==> src/rtl/cpu_step_sequencer_if.sv <==
// Control bundle between the step sequencer and the CPU datapath.
// The master side is the sequencer; the slave side is the datapath (or a bench).
interface cpu_step_sequencer_if #(
    parameter int CNT_W = 16
);
    logic             en;
    logic [15:0]      ins_word;
    logic             pc_inc;
    logic             pc_load;
    logic             ins_load;
    logic             ext_load;
    logic             ram_rd;
    logic             op1_load;
    logic             op2_load;
    logic [1:0]       alu_ot;
    logic             reg_load;
    logic             busy;
    logic             halted;
    logic             illegal;
    logic [CNT_W-1:0] retired;

    modport master (
        input  en, ins_word,
        output pc_inc, pc_load, ins_load, ext_load, ram_rd, op1_load, op2_load,
               alu_ot, reg_load, busy, halted, illegal, retired
    );

    modport slave (
        output en, ins_word,
        input  pc_inc, pc_load, ins_load, ext_load, ram_rd, op1_load, op2_load,
               alu_ot, reg_load, busy, halted, illegal, retired
    );
endinterface

==> src/rtl/cpu_step_sequencer.sv <==
// Multi-cycle fetch/decode/execute controller for the 16-bit CPU datapath.
// Outputs are a registered decode of the state being entered, so they are Moore.
module cpu_step_sequencer #(
    parameter int ROM_LAT = 1,
    parameter int RAM_LAT = 1,
    parameter int CNT_W   = 16
) (
    input  logic                clk,
    input  logic                rst,
    cpu_step_sequencer_if.master bus
);

    typedef enum logic [3:0] {
        S_IDLE, S_FETCH, S_DECODE, S_FETCH2, S_MEMRD,
        S_OPRD, S_EXEC, S_WB, S_HALT, S_TRAP
    } state_t;

    typedef struct packed {
        logic       pc_inc;
        logic       pc_load;
        logic       ins_load;
        logic       ext_load;
        logic       ram_rd;
        logic       op1_load;
        logic       op2_load;
        logic [1:0] alu_ot;
        logic       reg_load;
        logic       busy;
        logic       halted;
        logic       illegal;
    } outs_t;

    localparam logic [2:0] ROM_LAST = 3'(ROM_LAT - 1);
    localparam logic [2:0] RAM_LAST = 3'(RAM_LAT - 1);

    state_t           state_q, state_d;
    logic [2:0]       wait_q, wait_d;
    // Only the fields the controller decodes are kept; operand selects go to the splitter.
    logic [1:0]       byte_q, mode_q, ot_q;
    logic [3:0]       opc_q;
    logic [CNT_W-1:0] retired_q;
    outs_t            outs_q;
    logic             unused_fields;

    assign unused_fields = ^bus.ins_word[9:4];

    function automatic outs_t decode_outs(input state_t s, input logic [2:0] w,
                                          input logic [1:0] ot);
        outs_t o;
        o = '0;
        case (s)
            S_FETCH: begin
                o.busy     = 1'b1;
                o.ins_load = (w == ROM_LAST);
                o.pc_inc   = (w == ROM_LAST);
            end
            S_FETCH2: begin
                o.busy     = 1'b1;
                o.ext_load = (w == ROM_LAST);
                o.pc_inc   = (w == ROM_LAST);
            end
            S_DECODE: o.busy = 1'b1;
            S_MEMRD: begin
                o.busy   = 1'b1;
                o.ram_rd = 1'b1;
            end
            S_OPRD: begin
                o.busy     = 1'b1;
                o.op1_load = 1'b1;
                o.op2_load = 1'b1;
            end
            S_EXEC: begin
                o.busy   = 1'b1;
                o.alu_ot = ot;
            end
            S_WB: begin
                o.busy     = 1'b1;
                o.reg_load = 1'b1;
            end
            S_HALT:  o.halted  = 1'b1;
            S_TRAP:  o.illegal = 1'b1;
            default: o = '0;
        endcase
        return o;
    endfunction

    always_comb begin
        // NOTE: every variable gets a default up front so no path can infer a latch.
        state_d = state_q;
        wait_d  = '0;
        case (state_q)
            S_IDLE: if (bus.en) state_d = S_FETCH;
            S_FETCH: begin
                if (wait_q == ROM_LAST) state_d = S_DECODE;
                else                    wait_d  = wait_q + 3'd1;
            end
            S_DECODE: begin
                if (!(byte_q inside {2'b01, 2'b10}) || mode_q == 2'b11 || ot_q == 2'b11)
                    state_d = S_TRAP;
                else if (ot_q == 2'b00 && opc_q == 4'hF)
                    state_d = S_HALT;
                else if (byte_q == 2'b10)
                    state_d = S_FETCH2;
                else if (mode_q != 2'b00)
                    state_d = S_TRAP;
                else
                    state_d = S_OPRD;
            end
            S_FETCH2: begin
                if (wait_q == ROM_LAST) state_d = (mode_q == 2'b10) ? S_MEMRD : S_OPRD;
                else                    wait_d  = wait_q + 3'd1;
            end
            S_MEMRD: begin
                if (wait_q == RAM_LAST) state_d = S_OPRD;
                else                    wait_d  = wait_q + 3'd1;
            end
            S_OPRD:  state_d = S_EXEC;
            S_EXEC:  state_d = S_WB;
            // en is only honoured here, so a running instruction always completes.
            S_WB:    state_d = bus.en ? S_FETCH : S_IDLE;
            S_HALT,
            S_TRAP:  state_d = state_q;
            default: state_d = S_IDLE;
        endcase
    end

    always_ff @(posedge clk) begin
        // NOTE: sequential state uses non-blocking assignments only, so every register
        // samples pre-edge values regardless of statement order.
        if (rst) begin
            state_q   <= S_IDLE;
            wait_q    <= '0;
            byte_q    <= '0;
            mode_q    <= '0;
            ot_q      <= '0;
            opc_q     <= '0;
            retired_q <= '0;
            outs_q    <= '0;
        end else begin
            state_q <= state_d;
            wait_q  <= wait_d;
            outs_q  <= decode_outs(state_d, wait_d, ot_q);
            if (state_q == S_FETCH && wait_q == ROM_LAST) begin
                byte_q <= bus.ins_word[15:14];
                mode_q <= bus.ins_word[13:12];
                ot_q   <= bus.ins_word[11:10];
                opc_q  <= bus.ins_word[3:0];
            end
            if (state_q == S_WB) retired_q <= retired_q + 1'b1;
        end
    end

    assign bus.pc_inc   = outs_q.pc_inc;
    assign bus.pc_load  = outs_q.pc_load;
    assign bus.ins_load = outs_q.ins_load;
    assign bus.ext_load = outs_q.ext_load;
    assign bus.ram_rd   = outs_q.ram_rd;
    assign bus.op1_load = outs_q.op1_load;
    assign bus.op2_load = outs_q.op2_load;
    assign bus.alu_ot   = outs_q.alu_ot;
    assign bus.reg_load = outs_q.reg_load;
    assign bus.busy     = outs_q.busy;
    assign bus.halted   = outs_q.halted;
    assign bus.illegal  = outs_q.illegal;
    assign bus.retired  = retired_q;

endmodule

==> src/flat_wrapper.sv <==
// flat-port wrapper written by rule: the top's interface ports become plain ports
module cpu_step_sequencer_flat 
#(
    parameter int ROM_LAT = 1,
    parameter int RAM_LAT = 1,
    parameter int CNT_W   = 16
)
  (clk, rst, bus_en, bus_ins_word, bus_pc_inc, bus_pc_load, bus_ins_load, bus_ext_load, bus_ram_rd, bus_op1_load, bus_op2_load, bus_alu_ot, bus_reg_load, bus_busy, bus_halted, bus_illegal, bus_retired);
  cpu_step_sequencer_if #(.CNT_W(CNT_W)) bus_i ();
  input  logic clk;
  input  logic rst;
  input wire logic [$bits(bus_i.en)-1:0] bus_en;
  input wire logic [$bits(bus_i.ins_word)-1:0] bus_ins_word;
  output wire logic [$bits(bus_i.pc_inc)-1:0] bus_pc_inc;
  output wire logic [$bits(bus_i.pc_load)-1:0] bus_pc_load;
  output wire logic [$bits(bus_i.ins_load)-1:0] bus_ins_load;
  output wire logic [$bits(bus_i.ext_load)-1:0] bus_ext_load;
  output wire logic [$bits(bus_i.ram_rd)-1:0] bus_ram_rd;
  output wire logic [$bits(bus_i.op1_load)-1:0] bus_op1_load;
  output wire logic [$bits(bus_i.op2_load)-1:0] bus_op2_load;
  output wire logic [$bits(bus_i.alu_ot)-1:0] bus_alu_ot;
  output wire logic [$bits(bus_i.reg_load)-1:0] bus_reg_load;
  output wire logic [$bits(bus_i.busy)-1:0] bus_busy;
  output wire logic [$bits(bus_i.halted)-1:0] bus_halted;
  output wire logic [$bits(bus_i.illegal)-1:0] bus_illegal;
  output wire logic [$bits(bus_i.retired)-1:0] bus_retired;
  assign bus_i.en = bus_en;
  assign bus_i.ins_word = bus_ins_word;
  assign bus_pc_inc = bus_i.pc_inc;
  assign bus_pc_load = bus_i.pc_load;
  assign bus_ins_load = bus_i.ins_load;
  assign bus_ext_load = bus_i.ext_load;
  assign bus_ram_rd = bus_i.ram_rd;
  assign bus_op1_load = bus_i.op1_load;
  assign bus_op2_load = bus_i.op2_load;
  assign bus_alu_ot = bus_i.alu_ot;
  assign bus_reg_load = bus_i.reg_load;
  assign bus_busy = bus_i.busy;
  assign bus_halted = bus_i.halted;
  assign bus_illegal = bus_i.illegal;
  assign bus_retired = bus_i.retired;
  cpu_step_sequencer #(.ROM_LAT(ROM_LAT), .RAM_LAT(RAM_LAT), .CNT_W(CNT_W)) u_core (.clk(clk), .rst(rst), .bus(bus_i));
endmodule
==> config.mk <==
export PLATFORM = sky130hd
export DESIGN_NAME = cpu_step_sequencer_flat
export DESIGN_NICKNAME = d
export VERILOG_FILES = /design/src/rtl/cpu_step_sequencer_if.sv /design/src/rtl/cpu_step_sequencer.sv /design/src/flat_wrapper.sv
export SDC_FILE = /design/constraint.sdc
export NUM_CORES = 1
export LEC_CHECK = 0
export CORE_ASPECT_RATIO = 0.5
export CORE_UTILIZATION = 41
export CTS_BUF_LIST = sky130_fd_sc_hd__clkbuf_4
export DETAILED_ROUTE_END_ITERATION = 7
export PLACE_DENSITY = 0.68
export SLEW_MARGIN = 0
export SYNTH_ARGS = -nofsm -noshare
export SYNTH_HDL_FRONTEND = slang
export SYNTH_SLANG_ARGS = --single-unit
==> constraint.sdc <==
create_clock -name clk -period 2.4 [get_ports clk]
set_input_delay 0.6 -clock clk [delete_from_list [all_inputs] [get_ports clk]]
set_output_delay 0.6 -clock clk [all_outputs]
set_load 0.05 [all_outputs]
# --- After elaboration in Yosys (flattened, before gate mapping) ---
# Cells that the tools add are included.
totals:
  ff_bits: 45
  elab_cells: 86
  in_bits: 19
op_classes:
  addsub: 2
  n_mux: 19
  bitwise_logic: 4
  eq_ne: 24
  n_reduce_logical: 19
ops:
  columns: ["cell", "n"]
  rows:
  - ["case mux 4 bit (9 select lines)", 1]
  - ["== test 4 x 3 -> 1 bit, second input constant", 8]
  - ["2-to-1 mux 4 bit", 8]
  - ["== test 4 bit, second input constant", 5]
  - ["adder 16 x 1 -> 16 bit, second input constant", 1]
  - ["== test 4 x 2 -> 1 bit, second input constant", 4]
  - ["OR reduction 2 bit", 6]
  - ["== test 2 bit, second input constant", 4]
  - ["== test 4 x 1 -> 1 bit, second input constant", 2]
  - ["2-to-1 mux 1 bit", 7]
  - ["OR reduction 7 bit", 1]
  - ["zero test 3 bit", 2]
  - ["2-to-1 mux 3 bit", 2]
  - ["zero test 4 bit", 1]
  - ["NOT 1 bit", 4]
  - ["nonzero test 2 bit", 2]
  - ["adder 3 x 1 -> 3 bit, second input constant", 1]
  - ["OR reduction 3 bit", 1]
  - ["== test 2 x 1 -> 1 bit, second input constant", 1]
  - ["logical AND 1 bit", 2]
  - ["zero test 2 bit", 1]
  - ["logical OR 1 bit", 2]
  - ["2-to-1 mux 2 bit", 1]
  - ["zero test 1 bit", 1]

# --- Longest topological paths before layout ---
depth:
  depth_word: 11
  depth_mapped: 7

# --- Worst setup path before layout ---
# OpenSTA, ideal clock, no wires.
synth_timing:
  path_kind: "register to register"
  start: "register u_core.retired_q[5], in the netlist u_core.bus.retired[5]"
  end: "register u_core.retired_q[15], in the netlist u_core.bus.retired[15]"
  slack_ps: 556
  arrival_time_ps: 1717
  path_stages_with_launch: 6
  t_required_ps: 2272
  path_cell_list: "dfxtp_1 > and4_1 > nand4_1 > nor4_1 > xnor2_1 > nor2_1"
synth_between:
  elab_chain_cells: 1
synth_lines:
  columns: ["element", "line_no", "text"]
  rows:
  - ["start: declaration", "cpu_step_sequencer.sv:41", "logic [CNT_W-1:0] retired_q;"]
  - ["start signal: assignment", "cpu_step_sequencer.sv:149", "if (state_q == S_WB) retired_q <= retired_q + 1'b1;"]
  - ["adder 16 x 1 -> 16 bit", "cpu_step_sequencer.sv:149", null]
# No other way between the ends.
# A chain may end at the register's enable or synchronous reset.

# --- Worst setup path in the final report ---
layout_timing:
  start: "register u_core.retired_q[8], in the netlist u_core.bus.retired[8]"
  end: "output bus_retired[8]"
layout_rtl:
  columns: ["element", "line_no", "text"]
  rows:
  - ["end: declaration", "flat_wrapper.sv:26", "output wire logic [$bits(bus_i.retired)-1:0] bus_retired;"]
# No word-level cell between the ends.

==> impl_metrics.csv <==
group,metric,value,unit
status,outcome,"finished clean",
synthesis,synth_cell_type_count,47,
setup_path,critPathKind,"reg2out",
synthesis,syn_avg_cell_area,9.08,µm²
setup_path,path_delay_family,"buffers and inverters",
power_and_ir_drop,p_seq_share,43.9,%
layout,diodes,0,
timing,whs,487,ps
global_routing,grt_max_degree,18,
synthesis,synthCells,217,
setup_path,crit_slowest_cell,"clkdlybuf4s50_1",
timing,period_share,93.4,%
setup_path,crit_fanout,5,
power_and_ir_drop,powerDensity,731,nW/µm²
synthesis,synth_fp_nets,240,
synthesis,netlist_area,1970,µm²
timing,max_slew.worst_pin.slew,518,ps
setup_path,cp-end-kind,"primary output",
detailed_routing,ant_nets,0,
clocking,hold_buffers,0,
clocking,h-tree-depth,2,
detailed_routing,wl,4.14,mm
timing,fmax,446,MHz
power_and_ir_drop,clockPowerShare,36.7,%
global_routing,grt_pass1_vias,1581,
clocking,cts_sinks,44,
global_routing,grt_overflow,0,
setup_path,cp.required,1800,ps
layout,layout_common_cells,"dfxtp_1, clkdlybuf4s50_1, nor2_1, mux2i_1, xnor2_1",
synthesis,synth_edf_count,0,
clocking,root_buffer,"clkbuf_4",
hold_path,holdCritPathClass,"reg2reg",
detailed_routing,drc_errors,0,
clocking,post_cts_resized,0,
power_and_ir_drop,power_frac_comb,19.4,%
synthesis,synth.ff_latch_count,44,
die,coreArea,4510,µm²
timing,finalSetupViolCount,0,
die,die_area,5100,µm²
die,die_x,100,µm
clocking,cts_tree,"built",
layout,mostFrequentLayoutCell,"dfxtp_1",
detailed_routing,dr.pass1.iters,4,
layout,layout-drive-gt1-share,5.84,%
detailed_routing,wl_per_cell,12.8,µm
global_routing,grt_pass1_wl,7.33,mm
placement,routabilityCongestion,0.803,
setup_path,path_cells,"clkdlybuf4s50_1",
power_and_ir_drop,p_sw,503,µW
synthesis,synthFlopType,"dfxtp_1",
timing,timing.setup.tns,0,ps
clocking,cts.path.max_buffers,2,
timing,period_minus_slack,2240,ps
die,ios,48,
clocking,cts_buffers,5,
global_routing,gr-usage-all-layers,18.7,%
power_and_ir_drop,p_leak,0.976,nW
clocking,post_cts_buffers,0,
detailed_routing,viasPerCell,5.06,
synthesis,ys_warn_count,0,
detailed_routing,via_count,1635,
setup_path,max_stage_delay,840,ps
die,initial_core_util,43.7,%
timing,hold_viol,0,
timing,drv_slew,0,
layout,fin_nets,279,
die,dieHeight,51.0,µm
synthesis,async_reset_ff_share,0,%
power_and_ir_drop,switching_share,27.0,%
detailed_routing,first_iter_violations,33,
global_routing,antenna_found_initial,0,
timing,rsz0062_at_grt,"no",
die,num_rows,17,
clocking,cts.clk_slew.worst_paths,140,ps
setup_path,cp-start-kind,"register",
power_and_ir_drop,power.internal,1.36,mW
synthesis,ys_seq_area_share,44.7,%
placement,io_buffer_count,40,
layout,areaGrowthSynthToFinish,29.1,%
clocking,clock_latency,360,ps
setup_path,crit_buf_inv,1,
power_and_ir_drop,ir_worst_vdd,0.296,mV
timing,slew_headroom,65.4,%
placement,dp_hpwl,2.97,mm
setup_path,cp.arrival,1640,ps
timing,fin_skew,12.7,ps
run,drv_cap,0,
final cells by class:
| class | count | area [µm²] |
|---|---|---|
| clock buffer | 5 | 37.5 |
| tap | 66 | 82.6 |
| clock inverter | 3 | 90.1 |
| timing repair buffer | 44 | 430 |
| fill | 425 | 1970 |
| multi-input combinational | 153 | 992 |
| sequential | 44 | 881 |
| inverter | 8 | 30.0 |
metrics by stage:
stage / cell area [µm²] / cells / util, % / setup WS, ps / power (mW)
floorplan: 1970 / 217 / - / 556 / 1.09
global route: 2540 / 323 / 56.4 / 82.0 / 1.94
finish: 2540 / 323 / 56.4 / 159 / 1.86
detailed placement: 2420 / 315 / 53.6 / 321 / 1.19
CTS: 2540 / 323 / 56.4 / 129 / 1.87
global placement: 2420 / 315 / 53.6 / 329 / 1.19
cell usage after synthesis (2+ instances only):
library cell   n  area, µm²
a21o_1         4       30.0
dfxtp_1       44        881
nor3b_1        3       22.5
and4b_1        2       20.0
xor2_1         3       26.3
clkbuf_1       4       15.0
or3_1          5       31.3
ha_1           4       50.1
o21a_1         3       22.5
o21ai_1        4       20.0
nor4b_1        2       17.5
nor3_1         8       40.0
nand4b_1       3       26.3
inv_1          8       30.0
buf_4          5       37.5
nand4_1        2       12.5
o21ai_0        6       30.0
nand3_1        5       25.0
a21oi_1        8       40.0
mux2i_1       11        110
xnor2_1        9       78.8
nand3b_1       2       15.0
nor2_1        32        120
buf_2          3       15.0
nand2_1        8       30.0
nand2b_1       8       50.1
metal layers:
layer / GRT usage (%) / vias up / part of all wire [%]
li1: - / 829 / -
met5: 0 / - / 0
met4: 5.56 / 0 / 0.97
met3: 5.47 / 6 / 3.0
met2: 31.0 / 20 / 46
met1: 23.8 / 780 / 50
power groups by stage:
stage               registers [mW]  logic (mW)  clock network [mW]
floorplan                    0.875       0.218                   0
global placement             0.831       0.355                   0
detailed placement           0.832       0.361                   0
CTS                          0.815       0.363               0.695
global route                 0.825       0.396               0.722
finish                       0.816       0.361               0.682
cell families (layout without fill, tap and decap cells):
family                   count (synthesis)  after routing  synth area share (%)
AO/OA/AOI/OAI                           35             35                  11.6
XOR/XNOR                                12             12                  5.33
adder cells (fa/ha/maj)                  4              4                  2.54
buffers and inverters                   20             60                  4.95
flip-flops                              44             44                  44.7
multiplexers                            11             11                  5.59
other                                    1              1                 0.190
AND/OR/NAND/NOR                         90             90                  25.1
worst paths after layout:
check,startpoint,to,slack [ps],cells past startpoint
setup / recovery,u_core.bus.retired[8],bus_retired[8],160,1
setup reg to reg,u_core.wait_q[0],u_core.bus.ram_rd,320,7
hold / removal,u_core.wait_q[0],u_core.wait_q[0],490,1
hold reg to reg,u_core.wait_q[0],u_core.wait_q[0],490,1
flip-flops by register name, indices dropped and copies added, names as in the netlist, 2 cells and up:
signal	cells
u_core.bus.retired	16
u_core.byte_q	2
u_core.state_q	4
u_core.opc_q	4
u_core.mode_q	2
u_core.bus.alu_ot	2
u_core.wait_q	3
u_core.ot_q	2
Note: power is estimated with default switching activity, not from simulation.
